## config.mk

```make
export PLATFORM = sky130hd
export DESIGN_NAME = instr_type_decode_flat
export DESIGN_NICKNAME = d
export VERILOG_FILES = /design/src/rtl/riscv_pkg.sv /design/src/rtl/instr_type_decode_if.sv /design/src/rtl/decode_skid_buf.sv /design/src/rtl/instr_type_decode.sv /design/src/flat_wrapper.sv
export SDC_FILE = /design/constraint.sdc
export NUM_CORES = 1
export LEC_CHECK = 0
export ABC_AREA = 0
export ABC_CLOCK_PERIOD_IN_PS = 12500
export CORE_MARGIN = 2
export CORE_UTILIZATION = 40
export DETAILED_ROUTE_END_ITERATION = 12
export PLACE_DENSITY_LB_ADDON = 0.25
export SYNTH_ARGS = -nofsm -noshare
export SYNTH_HDL_FRONTEND = slang
export SYNTH_SLANG_ARGS = --single-unit
```

## constraint.sdc

```tcl
create_clock -name clk -period 12.5 [get_ports clk]
set_clock_uncertainty 0.05 [all_clocks]
set_input_delay 3.75 -clock clk [delete_from_list [all_inputs] [get_ports clk]]
set_output_delay 3.75 -clock clk [all_outputs]
set_load 0.05 [all_outputs]
```

## src/rtl/riscv_pkg.sv

```systemverilog
// Shared RV32I decode definitions for the instruction-type decoder.
// Contents:
//   XLEN, CNT_W       datapath width and illegal-counter width
//   OP_*              base opcodes of the nine recognised instruction types
//   type_idx_e        bit index of each type inside the one-hot type vector
//   imm_fmt_e         immediate encoding selector
//   decoded_t         registered bundle handed to control decode
//   decode_instr()    combinational classifier and field/immediate extractor
// Optional feature macro: ILLEGAL_DETECT_EN adds the 'illegal' flag to decoded_t.
package riscv_pkg;

  localparam int XLEN  = 32;
  localparam int CNT_W = 16;

  localparam logic [6:0] OP_R   = 7'b0110011;
  localparam logic [6:0] OP_I   = 7'b0010011;
  localparam logic [6:0] OP_L   = 7'b0000011;
  localparam logic [6:0] OP_S   = 7'b0100011;
  localparam logic [6:0] OP_B   = 7'b1100011;
  localparam logic [6:0] OP_J   = 7'b1101111;
  localparam logic [6:0] OP_JR  = 7'b1100111;
  localparam logic [6:0] OP_LUI = 7'b0110111;
  localparam logic [6:0] OP_AUI = 7'b0010111;

  typedef enum logic [3:0] {
    T_R = 4'd0, T_I, T_L, T_S, T_B, T_J, T_JR, T_LUI, T_AUI
  } type_idx_e;

  typedef enum logic [2:0] {
    IMM_NONE, IMM_I, IMM_S, IMM_B, IMM_J, IMM_U
  } imm_fmt_e;

  typedef struct packed {
    logic [8:0]      typ;
    logic [4:0]      rd;
    logic [4:0]      rs1;
    logic [4:0]      rs2;
    logic [2:0]      funct3;
    logic [6:0]      funct7;
    logic [XLEN-1:0] imm;
    logic [XLEN-1:0] pc;
`ifdef ILLEGAL_DETECT_EN
    logic            illegal;
`endif
  } decoded_t;

  function automatic decoded_t decode_instr(input logic [31:0] instr,
                                            input logic [XLEN-1:0] pc);
    decoded_t  d;
    type_idx_e ti;
    imm_fmt_e  fmt;
    logic      known;
    d     = '0;
    ti    = T_R;
    fmt   = IMM_NONE;
    known = 1'b1;
    case (instr[6:0])
      OP_R:    begin ti = T_R;   fmt = IMM_NONE; end
      OP_I:    begin ti = T_I;   fmt = IMM_I;    end
      OP_L:    begin ti = T_L;   fmt = IMM_I;    end
      OP_S:    begin ti = T_S;   fmt = IMM_S;    end
      OP_B:    begin ti = T_B;   fmt = IMM_B;    end
      OP_J:    begin ti = T_J;   fmt = IMM_J;    end
      OP_JR:   begin ti = T_JR;  fmt = IMM_I;    end
      OP_LUI:  begin ti = T_LUI; fmt = IMM_U;    end
      OP_AUI:  begin ti = T_AUI; fmt = IMM_U;    end
      default: known = 1'b0;
    endcase
    // Fields are extracted unconditionally; control decode ignores the ones a type does not use.
    d.rd     = instr[11:7];
    d.funct3 = instr[14:12];
    d.rs1    = instr[19:15];
    d.rs2    = instr[24:20];
    d.funct7 = instr[31:25];
    d.pc     = pc;
    if (known) d.typ = 9'(1) << ti;
    case (fmt)
      IMM_I:   d.imm = {{20{instr[31]}}, instr[31:20]};
      IMM_S:   d.imm = {{20{instr[31]}}, instr[31:25], instr[11:7]};
      IMM_B:   d.imm = {{19{instr[31]}}, instr[31], instr[7], instr[30:25], instr[11:8], 1'b0};
      IMM_J:   d.imm = {{11{instr[31]}}, instr[31], instr[19:12], instr[20], instr[30:21], 1'b0};
      IMM_U:   d.imm = {instr[31:12], 12'b0};
      default: d.imm = '0;
    endcase
`ifdef ILLEGAL_DETECT_EN
    // Every valid opcode ends in 2'b11, so a compressed-looking word is already unknown;
    // the explicit test keeps the intent visible.
    d.illegal = !known || (instr[1:0] != 2'b11);
    if (d.illegal) d.typ = '0;
`endif
    return d;
  endfunction

endpackage

```

## src/rtl/instr_type_decode_if.sv

```systemverilog
// Fetch-side and control-side channels of the instruction-type decoder.
// Handshake: on each side a transfer happens at a rising clk edge where valid && ready are
// both high; a source holds valid and its payload steady until that edge, and a sink may
// raise or lower ready freely.
// Signals: in_valid/in_ready/in_instr/in_pc (fetch -> decoder),
//          out_valid/out_ready/out_type/out_rd/out_rs1/out_rs2/out_funct3/out_funct7/
//          out_imm/out_pc (decoder -> control decode),
//          out_illegal/illegal_cnt only when ILLEGAL_DETECT_EN is defined.
// Modports: slave = decoder, master = the surrounding fetch/control logic.
interface instr_type_decode_if;
  import riscv_pkg::*;

  logic            in_valid;
  logic            in_ready;
  logic [31:0]     in_instr;
  logic [XLEN-1:0] in_pc;
  logic            out_valid;
  logic            out_ready;
  logic [8:0]      out_type;
  logic [4:0]      out_rd;
  logic [4:0]      out_rs1;
  logic [4:0]      out_rs2;
  logic [2:0]      out_funct3;
  logic [6:0]      out_funct7;
  logic [XLEN-1:0] out_imm;
  logic [XLEN-1:0] out_pc;
`ifdef ILLEGAL_DETECT_EN
  logic            out_illegal;
  logic [CNT_W-1:0] illegal_cnt;
`endif

  modport slave (
    input  in_valid, in_instr, in_pc, out_ready,
    output in_ready, out_valid, out_type, out_rd, out_rs1, out_rs2,
           out_funct3, out_funct7, out_imm, out_pc
`ifdef ILLEGAL_DETECT_EN
    , output out_illegal, illegal_cnt
`endif
  );

  modport master (
    output in_valid, in_instr, in_pc, out_ready,
    input  in_ready, out_valid, out_type, out_rd, out_rs1, out_rs2,
           out_funct3, out_funct7, out_imm, out_pc
`ifdef ILLEGAL_DETECT_EN
    , input out_illegal, illegal_cnt
`endif
  );

endinterface

```

## src/rtl/decode_skid_buf.sv

```systemverilog
// Generic two-entry valid/ready skid buffer (main output register + one skid register).
// Ports: clk, reset (async, active-high), flush (sync, drops both entries),
//        i_valid/o_ready/i_data upstream, o_valid/i_ready/o_data downstream.
// o_ready comes straight from the skid-valid flop, so it is registered. The main entry only
// changes when it is empty or being handed off, which keeps o_data steady while stalled.
module decode_skid_buf #(
  parameter int W = 8
) (
  input  logic         clk,
  input  logic         reset,
  input  logic         flush,
  input  logic         i_valid,
  output logic         o_ready,
  input  logic [W-1:0] i_data,
  output logic         o_valid,
  input  logic         i_ready,
  output logic [W-1:0] o_data
);

  logic         r_main_valid;
  logic         r_skid_valid;
  logic [W-1:0] r_main_data;
  logic [W-1:0] r_skid_data;
  logic         w_in_hs;
  logic         w_out_hs;

  assign o_ready  = !r_skid_valid;
  assign o_valid  = r_main_valid;
  assign o_data   = r_main_data;
  assign w_in_hs  = i_valid && !r_skid_valid;
  assign w_out_hs = r_main_valid && i_ready;

  always_ff @(posedge clk or posedge reset) begin
    if (reset) begin
      r_main_valid <= 1'b0;
      r_skid_valid <= 1'b0;
      r_main_data  <= '0;
      r_skid_data  <= '0;
    end else if (flush) begin
      r_main_valid <= 1'b0;
      r_skid_valid <= 1'b0;
    end else if (!r_main_valid || w_out_hs) begin
      // Main slot frees up: the older skid entry goes first to keep FIFO order.
      // No new word can arrive while skid is full because o_ready is low then.
      if (r_skid_valid) begin
        r_main_data  <= r_skid_data;
        r_main_valid <= 1'b1;
        r_skid_valid <= 1'b0;
      end else begin
        r_main_valid <= w_in_hs;
        if (w_in_hs) r_main_data <= i_data;
      end
    end else if (w_in_hs) begin
      r_skid_data  <= i_data;
      r_skid_valid <= 1'b1;
    end
  end

endmodule

```

## src/rtl/instr_type_decode.sv

```systemverilog
// Pipelined RV32I instruction-type decoder between fetch and control decode.
// Each accepted word is classified into a one-hot type {aui,lui,Jr,J,B,S,L,I,R} (bit0 = R),
// its register fields and sign-extended immediate are extracted, and the bundle is presented
// registered one cycle after acceptance through a two-entry skid buffer.
// Ports: clk, reset (async, active-high), flush (sync drop of all buffered words),
//        bus (instr_type_decode_if.slave: fetch-side and control-side channels).
// Optional feature macro: ILLEGAL_DETECT_EN adds out_illegal and a saturating illegal_cnt
// that counts delivered illegal words and is cleared only by reset.
module instr_type_decode
  import riscv_pkg::*;
(
  input  logic                  clk,
  input  logic                  reset,
  input  logic                  flush,
  instr_type_decode_if.slave    bus
);

  localparam int BW = $bits(decoded_t);

  decoded_t      w_dec;
  decoded_t      w_out;
  logic [BW-1:0] w_out_bits;
  logic          w_out_valid;

  assign w_dec = decode_instr(bus.in_instr, bus.in_pc);

  decode_skid_buf #(.W(BW)) u_skid (
    .clk     (clk),
    .reset   (reset),
    .flush   (flush),
    .i_valid (bus.in_valid),
    .o_ready (bus.in_ready),
    .i_data  (w_dec),
    .o_valid (w_out_valid),
    .i_ready (bus.out_ready),
    .o_data  (w_out_bits)
  );

  assign w_out          = decoded_t'(w_out_bits);
  assign bus.out_valid  = w_out_valid;
  assign bus.out_type   = w_out.typ;
  assign bus.out_rd     = w_out.rd;
  assign bus.out_rs1    = w_out.rs1;
  assign bus.out_rs2    = w_out.rs2;
  assign bus.out_funct3 = w_out.funct3;
  assign bus.out_funct7 = w_out.funct7;
  assign bus.out_imm    = w_out.imm;
  assign bus.out_pc     = w_out.pc;

`ifdef ILLEGAL_DETECT_EN
  logic [CNT_W-1:0] r_illegal_cnt;

  assign bus.out_illegal = w_out.illegal;
  assign bus.illegal_cnt = r_illegal_cnt;

  // A handshake coinciding with flush is discarded, so it is not counted either.
  always_ff @(posedge clk or posedge reset) begin
    if (reset) begin
      r_illegal_cnt <= '0;
    end else if (!flush && w_out_valid && bus.out_ready && w_out.illegal &&
                 (r_illegal_cnt != {CNT_W{1'b1}})) begin
      r_illegal_cnt <= r_illegal_cnt + 1'b1;
    end
  end
`endif

endmodule

```

## src/flat_wrapper.sv

```systemverilog
// flat-port wrapper written by rule: the top's interface ports become plain ports
module instr_type_decode_flat import riscv_pkg::*;
  (clk, reset, flush, bus_in_valid, bus_in_instr, bus_in_pc, bus_out_ready, bus_in_ready, bus_out_valid, bus_out_type, bus_out_rd, bus_out_rs1, bus_out_rs2, bus_out_funct3, bus_out_funct7, bus_out_imm, bus_out_pc);
  instr_type_decode_if bus_i ();
  input  logic clk;
  input  logic reset;
  input  logic flush;
  input wire logic [$bits(bus_i.in_valid)-1:0] bus_in_valid;
  input wire logic [$bits(bus_i.in_instr)-1:0] bus_in_instr;
  input wire logic [$bits(bus_i.in_pc)-1:0] bus_in_pc;
  input wire logic [$bits(bus_i.out_ready)-1:0] bus_out_ready;
  output wire logic [$bits(bus_i.in_ready)-1:0] bus_in_ready;
  output wire logic [$bits(bus_i.out_valid)-1:0] bus_out_valid;
  output wire logic [$bits(bus_i.out_type)-1:0] bus_out_type;
  output wire logic [$bits(bus_i.out_rd)-1:0] bus_out_rd;
  output wire logic [$bits(bus_i.out_rs1)-1:0] bus_out_rs1;
  output wire logic [$bits(bus_i.out_rs2)-1:0] bus_out_rs2;
  output wire logic [$bits(bus_i.out_funct3)-1:0] bus_out_funct3;
  output wire logic [$bits(bus_i.out_funct7)-1:0] bus_out_funct7;
  output wire logic [$bits(bus_i.out_imm)-1:0] bus_out_imm;
  output wire logic [$bits(bus_i.out_pc)-1:0] bus_out_pc;
  assign bus_i.in_valid = bus_in_valid;
  assign bus_i.in_instr = bus_in_instr;
  assign bus_i.in_pc = bus_in_pc;
  assign bus_i.out_ready = bus_out_ready;
  assign bus_in_ready = bus_i.in_ready;
  assign bus_out_valid = bus_i.out_valid;
  assign bus_out_type = bus_i.out_type;
  assign bus_out_rd = bus_i.out_rd;
  assign bus_out_rs1 = bus_i.out_rs1;
  assign bus_out_rs2 = bus_i.out_rs2;
  assign bus_out_funct3 = bus_i.out_funct3;
  assign bus_out_funct7 = bus_i.out_funct7;
  assign bus_out_imm = bus_i.out_imm;
  assign bus_out_pc = bus_i.out_pc;
  instr_type_decode u_core (.clk(clk), .reset(reset), .flush(flush), .bus(bus_i));
endmodule
```

==> key figures, run 1 <==
Worst setup path
  • Worst EP required: 8.70 ns
  • CP max FO: 44
  • Crit. End Element: output port
  • Worst Path Class, Setup: reg -> out
  • Worst EP arrival: 2.97 ns
  • Startpoint types: register
  • Worst-path cell chain: inv_1 -> clkdlybuf4s50_1
  • Critical-path top delay cell: clkdlybuf4s50_1
  • RR Startpoint: u_core.u_skid.r_skid_valid
  • Critical Path Max Stage Delay: 0.96 ns
  • CP startpoint: u_core.u_skid.r_skid_valid

Hold path
  • HP Start: u_core.u_skid.r_skid_data[75]
  • Hold Crit Class: reg -> reg

Power and ir drop
  • Peak supply drop: 0.0994 mV
  • Pwr dens: 156 nW/um^2
  • LEAKAGE: 4.94 nW

Drt
  • DRC: 0
  • Detailed Routing Iterations Pass 1: 6
  • Initial DRC count: 403
  • Average wire per standard cell: 16.7 um
  • Via count: 6,854
  • Final ANT Viol Nets: 0
  • Drt total wl: 22,100 um
  • Via/cell ratio: 5.18

Clocking
  • Reg clk slew, reported paths: 0.07 ns
  • CTS tree: yes
  • CTS H-Tree Depth: 4
  • CTS Hold Buffers Added: 0
  • Post CTS Setup Buffer Count: 0
  • Buffer depth of the longest clock path: 2
  • TritonCTS buffer count: 17
  • CTS root buf: clkbuf_16
  • Sinks on Clock Net: 198
  • CTS resizes: 0
  • Latest clock arrival within the worst-skew pair: 0.43 ns

Timing
  • Actual slew at the worst max-slew pin: 1.14 ns
  • RSZ-0062 raised after global routing: no
  • Final setup viols: 0
  • Slew Viols, Final: 0
  • Fin crit share: 54.2%
  • Max Fclk: 148 MHz
  • Total negative setup slack: 0 ns
  • Final Hold Violating Endpoints: 0
  • Minimum clock period: 6.77 ns
  • Rel. slew slack: 23.2%
  • Min setup slack post-route: 5.73 ns

Floorplanning
  • Die width: 150 um
  • Die height: 150 um
  • Full die area: 22,600 sq um
  • Initial Util: 40.7%
  • Row count: 53
  • Boundary Pins: 169
  • Placeable Area: 21,000 sq um

Placement
  • DP Worst Slack: 5.88 ns
  • Placed wire-length estimate: 13,900 um
  • Port Buffers: 168
  • Routability-driven placement congestion ratio: 0.811

Layout
  • Final antenna diode count: 0
  • Post-layout net count: 1,104
  • Layout cells sized above 1: 5.15%
  • Fill cells: 1,929
  • Layout area overhead: 28.2%
  • Final core utilization: 52.2%

Synth
  • Ys async rst share: 100%
  • Yosys warns: 0
  • Register area share after synthesis: 57.9%
  • Mapped cell area: 8560 sq um
  • Syn Nets: 970
  • Avg Inst Size Synth: 9.50 sq um
  • Cell variety after synth: 44
  • Number of synthesized flops with an enable pin: 0
  • Main synth FF type: dfrtp_1
  • Synth Instances: 901
  • #FFs+latches synth: 198

Run status
  • Status: complete, no violations

Global routing
  • First-pass GRT wire length: 34,700 um
  • GRT Total Usage: 19.7%
  • Number of global-route vias before repair: 6,455
  • Initial antenna violation count: 0
  • Largest net degree at the start of global routing: 125
  • Total overflow reported by the global router: 0

Flow run
  • # Max-Cap Violations: 0
-- layer usage --
| layer | routed length, um | GRT usage [%] | part of all wire (%) | vias up |
|---|---|---|---|---|
| met5 | 0 | 0 | 0 | - |
| met3 | 1120 | 3.88 | 5.1 | 14 |
| li1 | - | - | - | 3313 |
| met4 | 208 | 5.09 | 0.94 | 0 |
| met1 | 10200 | 27.9 | 46 | 3326 |
| met2 | 10600 | 31.2 | 48 | 201 |
-- cell families after synthesis --
| kind of cell | share of synthesized area [%] |
|---|---|
| compound gates | 12.2 |
| buf+inv | 3.04 |
| simple gates | 19.9 |
| flops | 57.9 |
| mux | 6.90 |
-- layout by cell type (no fill, tap or decap), types with 9 or more instances in the layout --
cell type	Yosys	routed
nor2_1	25	25
nand2_1	301	301
clkdlybuf4s50_1	0	168
mux2i_1	59	59
a21oi_1	46	46
clkbuf_16	0	17
dfrtp_1	198	197
or3_1	13	12
nand3_1	23	23
a221o_1	9	9
o21ai_0	92	92
-- synth_stat cells, types with 3 or more instances --
cell        n  area share [%]
a221o_1     9             1.1
o21ai_0    92             5.4
nand2_1   301              13
o21a_1      4            0.35
and3_1      6            0.44
a22oi_1     6            0.53
a21oi_1    46             2.7
dfrtp_1   198              58
a211o_1     8            0.82
or2_2       3            0.22
o211ai_1    3            0.26
nor3_1      5            0.29
nor2_1     25             1.1
nand3_1    23             1.3
inv_1       5            0.22
buf_1       8            0.35
mux2i_1    59             6.9
clkbuf_1   44             1.9
buf_2       7            0.41
nor2b_1     3            0.22
nand2b_1    3            0.22
o31ai_1     4            0.35
or3_1      13            0.95
-- worst paths after layout --
kind	depth (start not counted)	slack, ns	endpoint
worst max-delay path	2	5.73	bus_in_ready
worst min-delay path	2	0.43	u_core.u_skid.r_skid_data[75]
worst max register to register	5	9.11	u_core.u_skid.r_skid_data[95]
worst min register to register	2	0.43	u_core.u_skid.r_skid_data[75]
max in group asynchronous	3	7.02	u_core.u_skid.r_skid_data[9]
min in group asynchronous	2	3.83	u_core.u_skid.o_data[77]
-- per-stage QoR --
step / std cells / cell area (sq um) / hold WS (ns) / total power, mW
global placement: 1291 / 10400 / 0.403 / 1.20
CTS: 1323 / 11000 / 0.429 / 1.73
floorplan: 901 / 8560 / 0.392 / 1.05
finish: 1323 / 11000 / 0.427 / 1.71
global route: 1323 / 11000 / 0.446 / 1.80
detailed placement: 1291 / 10400 / 0.412 / 1.21
-- critical path: cells and delay by family (launching register included) --
kind                   cells  cell delay (ns)
DFF                        1             0.75
buffers and inverters      2             1.76
-- cell type report --
type                    count  area [sq um]  area share, %
clock inverters            15           118           1.07
multi-input cells         638          3370           30.7
inverters                   5          26.3          0.239
repair buffers            175          1730           15.8
well taps                 275           344           3.14
clock buffers              17           425           3.88
flip-flops and latches    198          4960           45.2
-- sequential cells by signal, indices dropped and copies added (netlist names) --
| signal | flops |
|---|---|
| u_core.u_skid.o_valid | 1 |
| u_core.u_skid.o_data | 98 |
| u_core.u_skid.r_skid_data | 98 |
| u_core.u_skid.r_skid_valid | 1 |
-- power breakdown --
group	switching [mW]	total, mW	internal (mW)
clock network	0.257	0.517	0.260
logic	0.266	0.406	0.140
registers	0.0548	0.791	0.736
(Power assumes the default switching activity.)
==> run 2: changes to the inputs <==
ABC_CLOCK_PERIOD_IN_PS = 6750   (was 12500)
clock period = 6.75 ns   (was 12.5 ns; I/O delays follow)
==> run 2 against run 1 <==
Net effect:
- sequential share of layout area decreased by 0.30 points
- via count decreased by 0.23%
- hold slack got worse by 0.0025 ns
- routed wire length increased by 0.68%
- flip-flop and latch count unchanged
- global-route usage increased by 0.64 points
- non-clock buffer count increased by 3
- setup slack got worse by 3.4 ns
- sequential power increased by 85%
- critical path depth increased by 5
- highest routed layer unchanged
==> key figures, run 2 (same netlist as run 1, synthesis figures left out) <==
Run status
  • Status: complete, no violations

Floorplanning
  • Full die area: 22,600 sq um (unchanged)
  • Placeable Area: 21,000 sq um (unchanged)
  • Row count: 53 (unchanged)
  • Initial Util: 40.7% (unchanged)
  • Boundary Pins: 169 (unchanged)
  • Die width: 150 um (unchanged)
  • Die height: 150 um (unchanged)

Placement
  • Port Buffers: 168 (unchanged)
  • DP Area: 10,500 sq um (+0.30%)
  • Placed wire-length estimate: 14,100 um (+1.5%)
  • Routability-driven placement congestion ratio: 0.796 (-1.9%)
  • DP Worst Slack: 1.93 ns (-3.94 ns)
  • Dpl cells: 1,294 (+0.23%)

Global routing
  • First-pass GRT wire length: 35,800 um (+3.0%)
  • Initial antenna violation count: 0 (unchanged)
  • Total overflow reported by the global router: 0 (unchanged)
  • Number of global-route vias before repair: 6,696 (+3.7%)
  • GRT Total Usage: 20.3% (+0.64 points)
  • Largest net degree at the start of global routing: 130 (+4.0%)

Worst setup path
  • Worst-path cell chain: clkdlybuf4s50_1 -> nor2_1 -> nor3_4 -> buf_4 -> nand2_1 -> a211oi_2 -> a21oi_1
  • Crit. End Element: register
  • Worst EP arrival: 4.63 ns (+1.66 ns)
  • Startpoint types: primary input
  • Worst Path Class, Setup: in -> reg
  • Worst path bufs/invs: 2 (unchanged)
  • Top delay family on crit path: compound AO/OA/AOI/OAI gates
  • Worst EP required: 6.97 ns (-1.73 ns)
  • CP max FO: 41 (-6.8%)
  • Critical-path top delay cell: a211oi_2
  • Critical Path Max Stage Delay: 0.82 ns (-0.14 ns)

Clocking
  • Reg clk slew, reported paths: 0.07 ns (about the same)
  • CTS H-Tree Depth: 4 (unchanged)
  • CTS tree: yes
  • Latest clock arrival within the worst-skew pair: 0.43 ns (about the same)
  • CTS root buf: clkbuf_16
  • Post CTS Setup Buffer Count: 0 (unchanged)
  • CTS resizes: 0 (unchanged)
  • Buffer depth of the longest clock path: 2 (unchanged)
  • Sinks on Clock Net: 198 (unchanged)
  • CTS Hold Buffers Added: 0 (unchanged)
  • TritonCTS buffer count: 17 (unchanged)

Timing
  • RSZ-0062 raised after global routing: no
  • Rel. slew slack: 27.8% (+4.6 points)
  • Final setup viols: 0 (unchanged)
  • Minimum clock period: 4.42 ns
  • Fin crit share: 65.4%
  • Total negative setup slack: 0 ns (unchanged)
  • Actual slew at the worst max-slew pin: 1.08 ns (-0.0542 ns)
  • Min Hold Slack: 0.424 ns (-0.00251 ns)
  • Max Fclk: 226 MHz
  • Min setup slack post-route: 2.33 ns (-3.40 ns)
  • Slew Viols, Final: 0 (unchanged)
  • Final Hold Violating Endpoints: 0 (unchanged)

Layout
  • Post-layout net count: 1,107 (+0.27%)
  • Final core utilization: 52.6% (+0.35 points)
  • Layout area overhead: 29.1%
  • Most common cell after layout, fill and taps aside: nand2_1
  • Final antenna diode count: 0 (unchanged)
  • Layout cells sized above 1: 5.14% (-0.0098 points)
  • Post-route cell area: 11,000 sq um (+0.67%)
  • Commonest non-fill, non-tap cells in the layout: 301 x nand2_1, 197 x dfrtp_1, 168 x clkdlybuf4s50_1
  • Final Instance Count excl. Fillers: 1,325 (+0.15%)

Power and ir drop
  • Clk pwr share: 31.7% (+1.5 points)
  • Peak supply drop: 0.163 mV (+64%)
  • Combinational share of power: 23.4% (-0.3 points)
  • Net Sw Frac: 32.1% (-1.7 points)
  • Internal power: 2.21 mW (+94%)
  • Flop pwr share: 44.9% (-1.2 points)
  • Tot Pwr: 3.25 mW (+90%)
  • LEAKAGE: 4.98 nW (+0.74%)
  • Switching power: 1.04 mW (+80%)
  • Pwr dens: 294 nW/um^2 (+88%)

Drt
  • Via count: 6,838 (-0.23%)
  • Via/cell ratio: 5.16 (-0.38%)
  • Detailed Routing Iterations Pass 1: 5 (-1)
  • DRC: 0 (unchanged)
  • Initial DRC count: 537 (+33%)
  • Average wire per standard cell: 16.8 um (+0.53%)
  • Drt total wl: 22,200 um (+0.68%)
  • Final ANT Viol Nets: 0 (unchanged)

Flow run
  • # Max-Cap Violations: 0 (unchanged)

Hold path
  • Hold Crit Class: reg -> reg
## run 2: cell count changes in the layout (fill, tap and decap cells not counted), sizes merged
cell,change
inv,-5
bufinv,+3
buf,+3
clkinvlp,-1
clkbuf,+2
## run 2: final cells by class
class	count	area, sq um
clock inverters	12	153
repair buffers	178	1770
multi-input cells	638	3370
inverters	5	22.5
well taps	275	344
clock buffers	19	433
fillers	1906	9970
flip-flops and latches	198	4960
## run 2: final timing paths
path                                                     from  slack, ns  cells past startpoint                            end
worst min-delay path            u_core.u_skid.r_skid_data[14]       0.42                      2  u_core.u_skid.r_skid_data[14]
max in group asynchronous                               reset       3.84                      3        u_core.u_skid.o_data[8]
worst max register to register     u_core.u_skid.r_skid_valid       3.43                      6       u_core.u_skid.o_data[58]
worst min register to register  u_core.u_skid.r_skid_data[14]       0.42                      2  u_core.u_skid.r_skid_data[14]
worst max-delay path                             bus_in_valid       2.33                      7       u_core.u_skid.o_data[58]
min in group asynchronous                               reset       2.08                      3  u_core.u_skid.r_skid_data[72]
## run 2: worst register-to-register path, cell delays in order, from the launching register on
cell	delay [ns]
dfrtp_4	0.85
nor2_1	0.26
nor3_4	0.17
buf_4	0.41
nand2_1	0.41
a211oi_2	0.82
a21oi_1	0.18
## run 2: layer usage
metal	vias up	GRT usage, %	routed length (um)	share of wire [%]
li1	3310	-	-	-
met1	3312	28.9	10500	47
met2	195	32.0	10300	46
met3	21	3.67	1240	5.6
met4	0	5.80	255	1.1
met5	-	0	0	0
## run 2: power groups by stage
stage                     sequential (mW)  combinational [mW]  clock (mW)
after floorplan                      1.74               0.211           0
after global placement               1.48               0.754           0
after detailed placement             1.48               0.765           0
after CTS                            1.46               0.767        1.05
after global routing                 1.48               0.821        1.10
final                                1.46               0.759        1.03
==> run 3: changes to the inputs <==
ABC_CLOCK_PERIOD_IN_PS = 3700   (was 6750)
clock period = 3.7 ns   (was 6.75 ns; I/O delays follow)
==> run 3 against run 2 <==
Net effect:
- power increased by 82%
- via count increased by 1.8%
- largest power group unchanged
- critical path type unchanged
- routed wire length is 2.5% higher
- highest routed layer unchanged
==> key figures, run 3 (same netlist as run 1, synthesis figures left out) <==
Placement
  • DP Area: 10,700 sq um (+2.5%)
  • DP Worst Slack: 0.340 ns (-1.59 ns)
  • Port Buffers: 168 (unchanged)
  • Placed wire-length estimate: 15,300 um (+8.3%)
  • Routability-driven placement congestion ratio: 0.876 (+10%)
  • Dpl cells: 1,311 (+1.3%)

Floorplanning
  • Boundary Pins: 169 (unchanged)
  • Die height: 150 um (unchanged)
  • Row count: 53 (unchanged)
  • Full die area: 22,600 sq um (unchanged)
  • Initial Util: 40.7% (unchanged)
  • Placeable Area: 21,000 sq um (unchanged)
  • Die width: 150 um (unchanged)

Clocking
  • Reg clk slew, reported paths: 0.07 ns (about the same)
  • CTS root buf: clkbuf_16
  • Latest clock arrival within the worst-skew pair: 0.43 ns (about the same)
  • Sinks on Clock Net: 198 (unchanged)
  • CTS resizes: 0 (unchanged)
  • Buffer depth of the longest clock path: 2 (unchanged)
  • CTS tree: yes
  • CTS H-Tree Depth: 4 (unchanged)
  • TritonCTS buffer count: 17 (unchanged)
  • Post CTS Setup Buffer Count: 0 (unchanged)
  • CTS Hold Buffers Added: 0 (unchanged)

Timing
  • Fin crit share: 79.5%
  • RSZ-0062 raised after global routing: no
  • Final Hold Violating Endpoints: 0 (unchanged)
  • Rel. slew slack: 39.5% (+12 points)
  • Final setup viols: 0 (unchanged)
  • Max Fclk: 340 MHz
  • Slew Viols, Final: 0 (unchanged)
  • Min setup slack post-route: 0.760 ns (-1.57 ns)
  • Actual slew at the worst max-slew pin: 0.905 ns (-0.178 ns)
  • Minimum clock period: 2.94 ns
  • Total negative setup slack: 0 ns (unchanged)

Layout
  • Most common cell after layout, fill and taps aside: nand2_1
  • Commonest non-fill, non-tap cells in the layout: 301 x nand2_1, 197 x dfrtp_1, 167 x clkdlybuf4s50_1
  • Layout cells sized above 1: 6.93% (+1.8 points)
  • Post-route cell area: 11,300 sq um (+2.3%)
  • Final antenna diode count: 0 (unchanged)
  • Layout area overhead: 32.1%
  • Final Instance Count excl. Fillers: 1,343 (+1.4%)
  • Post-layout net count: 1,124 (+1.5%)

Drt
  • Drt total wl: 22,800 um (+2.5%)
  • Detailed Routing Iterations Pass 1: 5 (unchanged)
  • Via/cell ratio: 5.19 (+0.48%)
  • Via count: 6,964 (+1.8%)
  • Final ANT Viol Nets: 0 (unchanged)
  • Average wire per standard cell: 17.0 um (+1.1%)
  • Initial DRC count: 384 (-28%)
  • DRC: 0 (unchanged)

Power and ir drop
  • Tot Pwr: 5.91 mW (+82%)
  • Pwr dens: 523 nW/um^2 (+78%)
  • Peak supply drop: 0.304 mV (+86%)
  • LEAKAGE: 5.11 nW (+2.6%)

Global routing
  • GRT Total Usage: 20.8% (+0.48 points)
  • Total overflow reported by the global router: 0 (unchanged)
  • Number of global-route vias before repair: 6,912 (+3.2%)
  • First-pass GRT wire length: 36,500 um (+2.1%)
  • Initial antenna violation count: 0 (unchanged)
  • Largest net degree at the start of global routing: 73 (-44%)

Hold path
  • Hold Crit Class: reg -> reg
  • Hold Path Stages: 2 (unchanged)
  • HP Start: u_core.u_skid.r_skid_data[79]

Worst setup path
  • R2r setup slk: 1.24 ns (-2.19 ns)
  • CP max FO: 11 (-73%)
  • Worst r2r path cells: 5 (-1)
  • Worst EP required: 4.02 ns (-2.95 ns)
  • CP startpoint: bus_in_instr[6]
  • Startpoint types: primary input
  • Worst Path Class, Setup: in -> reg
  • RR Startpoint: u_core.u_skid.r_skid_valid
  • Critical Path Sink: u_core.u_skid.o_data[49]
  • Crit. End Element: register
  • Worst EP arrival: 3.26 ns (-1.37 ns)
  • Worst r2r dst: u_core.u_skid.o_data[38]

Run status
  • Status: complete, no violations

Flow run
  • # Max-Cap Violations: 0 (unchanged)
[run 3: cell types whose count changed in the layout (fill, tap and decap cells not counted), sizes merged]
cell	change
buf	+18
bufinv	-2
clkinv	-1
clkinvlp	+1
inv	+3
clkdlybuf4s50	-1
[run 3: how the worst min path moves through the flow]
stage	to	slack (ns)
final	u_core.u_skid.r_skid_data[79]	0.42
after global routing	u_core.u_skid.r_skid_data[76]	0.45
after CTS	u_core.u_skid.r_skid_data[63]	0.43
after detailed placement	u_core.u_skid.r_skid_data[11]	0.41
after global placement	u_core.u_skid.r_skid_data[34]	0.40
after floorplan	u_core.u_skid.r_skid_data[63]	0.39
[run 3: power by group]
part	total [mW]	switching [mW]	internal (mW)
logic	1.41	0.913	0.498
registers	2.66	0.178	2.49
clock network	1.84	0.868	0.970
total	5.91	1.96	3.95
[run 3: worst max-delay path, cell delays in order]
cell             delay [ns]
clkdlybuf4s50_1        0.68
nand3b_1               0.31
nor3b_2                0.36
nor2_1                 0.11
nor2_1                 0.47
a211o_1                0.21
[run 3: metal layers]
metal,up-vias,GRT usage (%),share of wire [%]
met2,215,34.3,48
met5,-,0,0
met3,10,4.52,5.6
met1,3393,28.3,46
met4,0,4.62,0.85
li1,3346,-,-
[run 3: cell type report]
class | instances | area [sq um]
sequential | 198 | 4960
timing repair buffer | 195 | 2030
clock buffer | 19 | 443
multi-input combinational | 638 | 3370
tap | 275 | 344
fill | 1904 | 9720
inverter | 5 | 22.5
clock inverter | 13 | 136
[run 3: stage by stage]
step | utilization (%) | hold slack [ns]
after floorplan | - | 0.392
after global placement | 51.0 | 0.403
after detailed placement | 51.0 | 0.412
after CTS | 53.8 | 0.428
after global routing | 53.8 | 0.447
final | 53.8 | 0.425
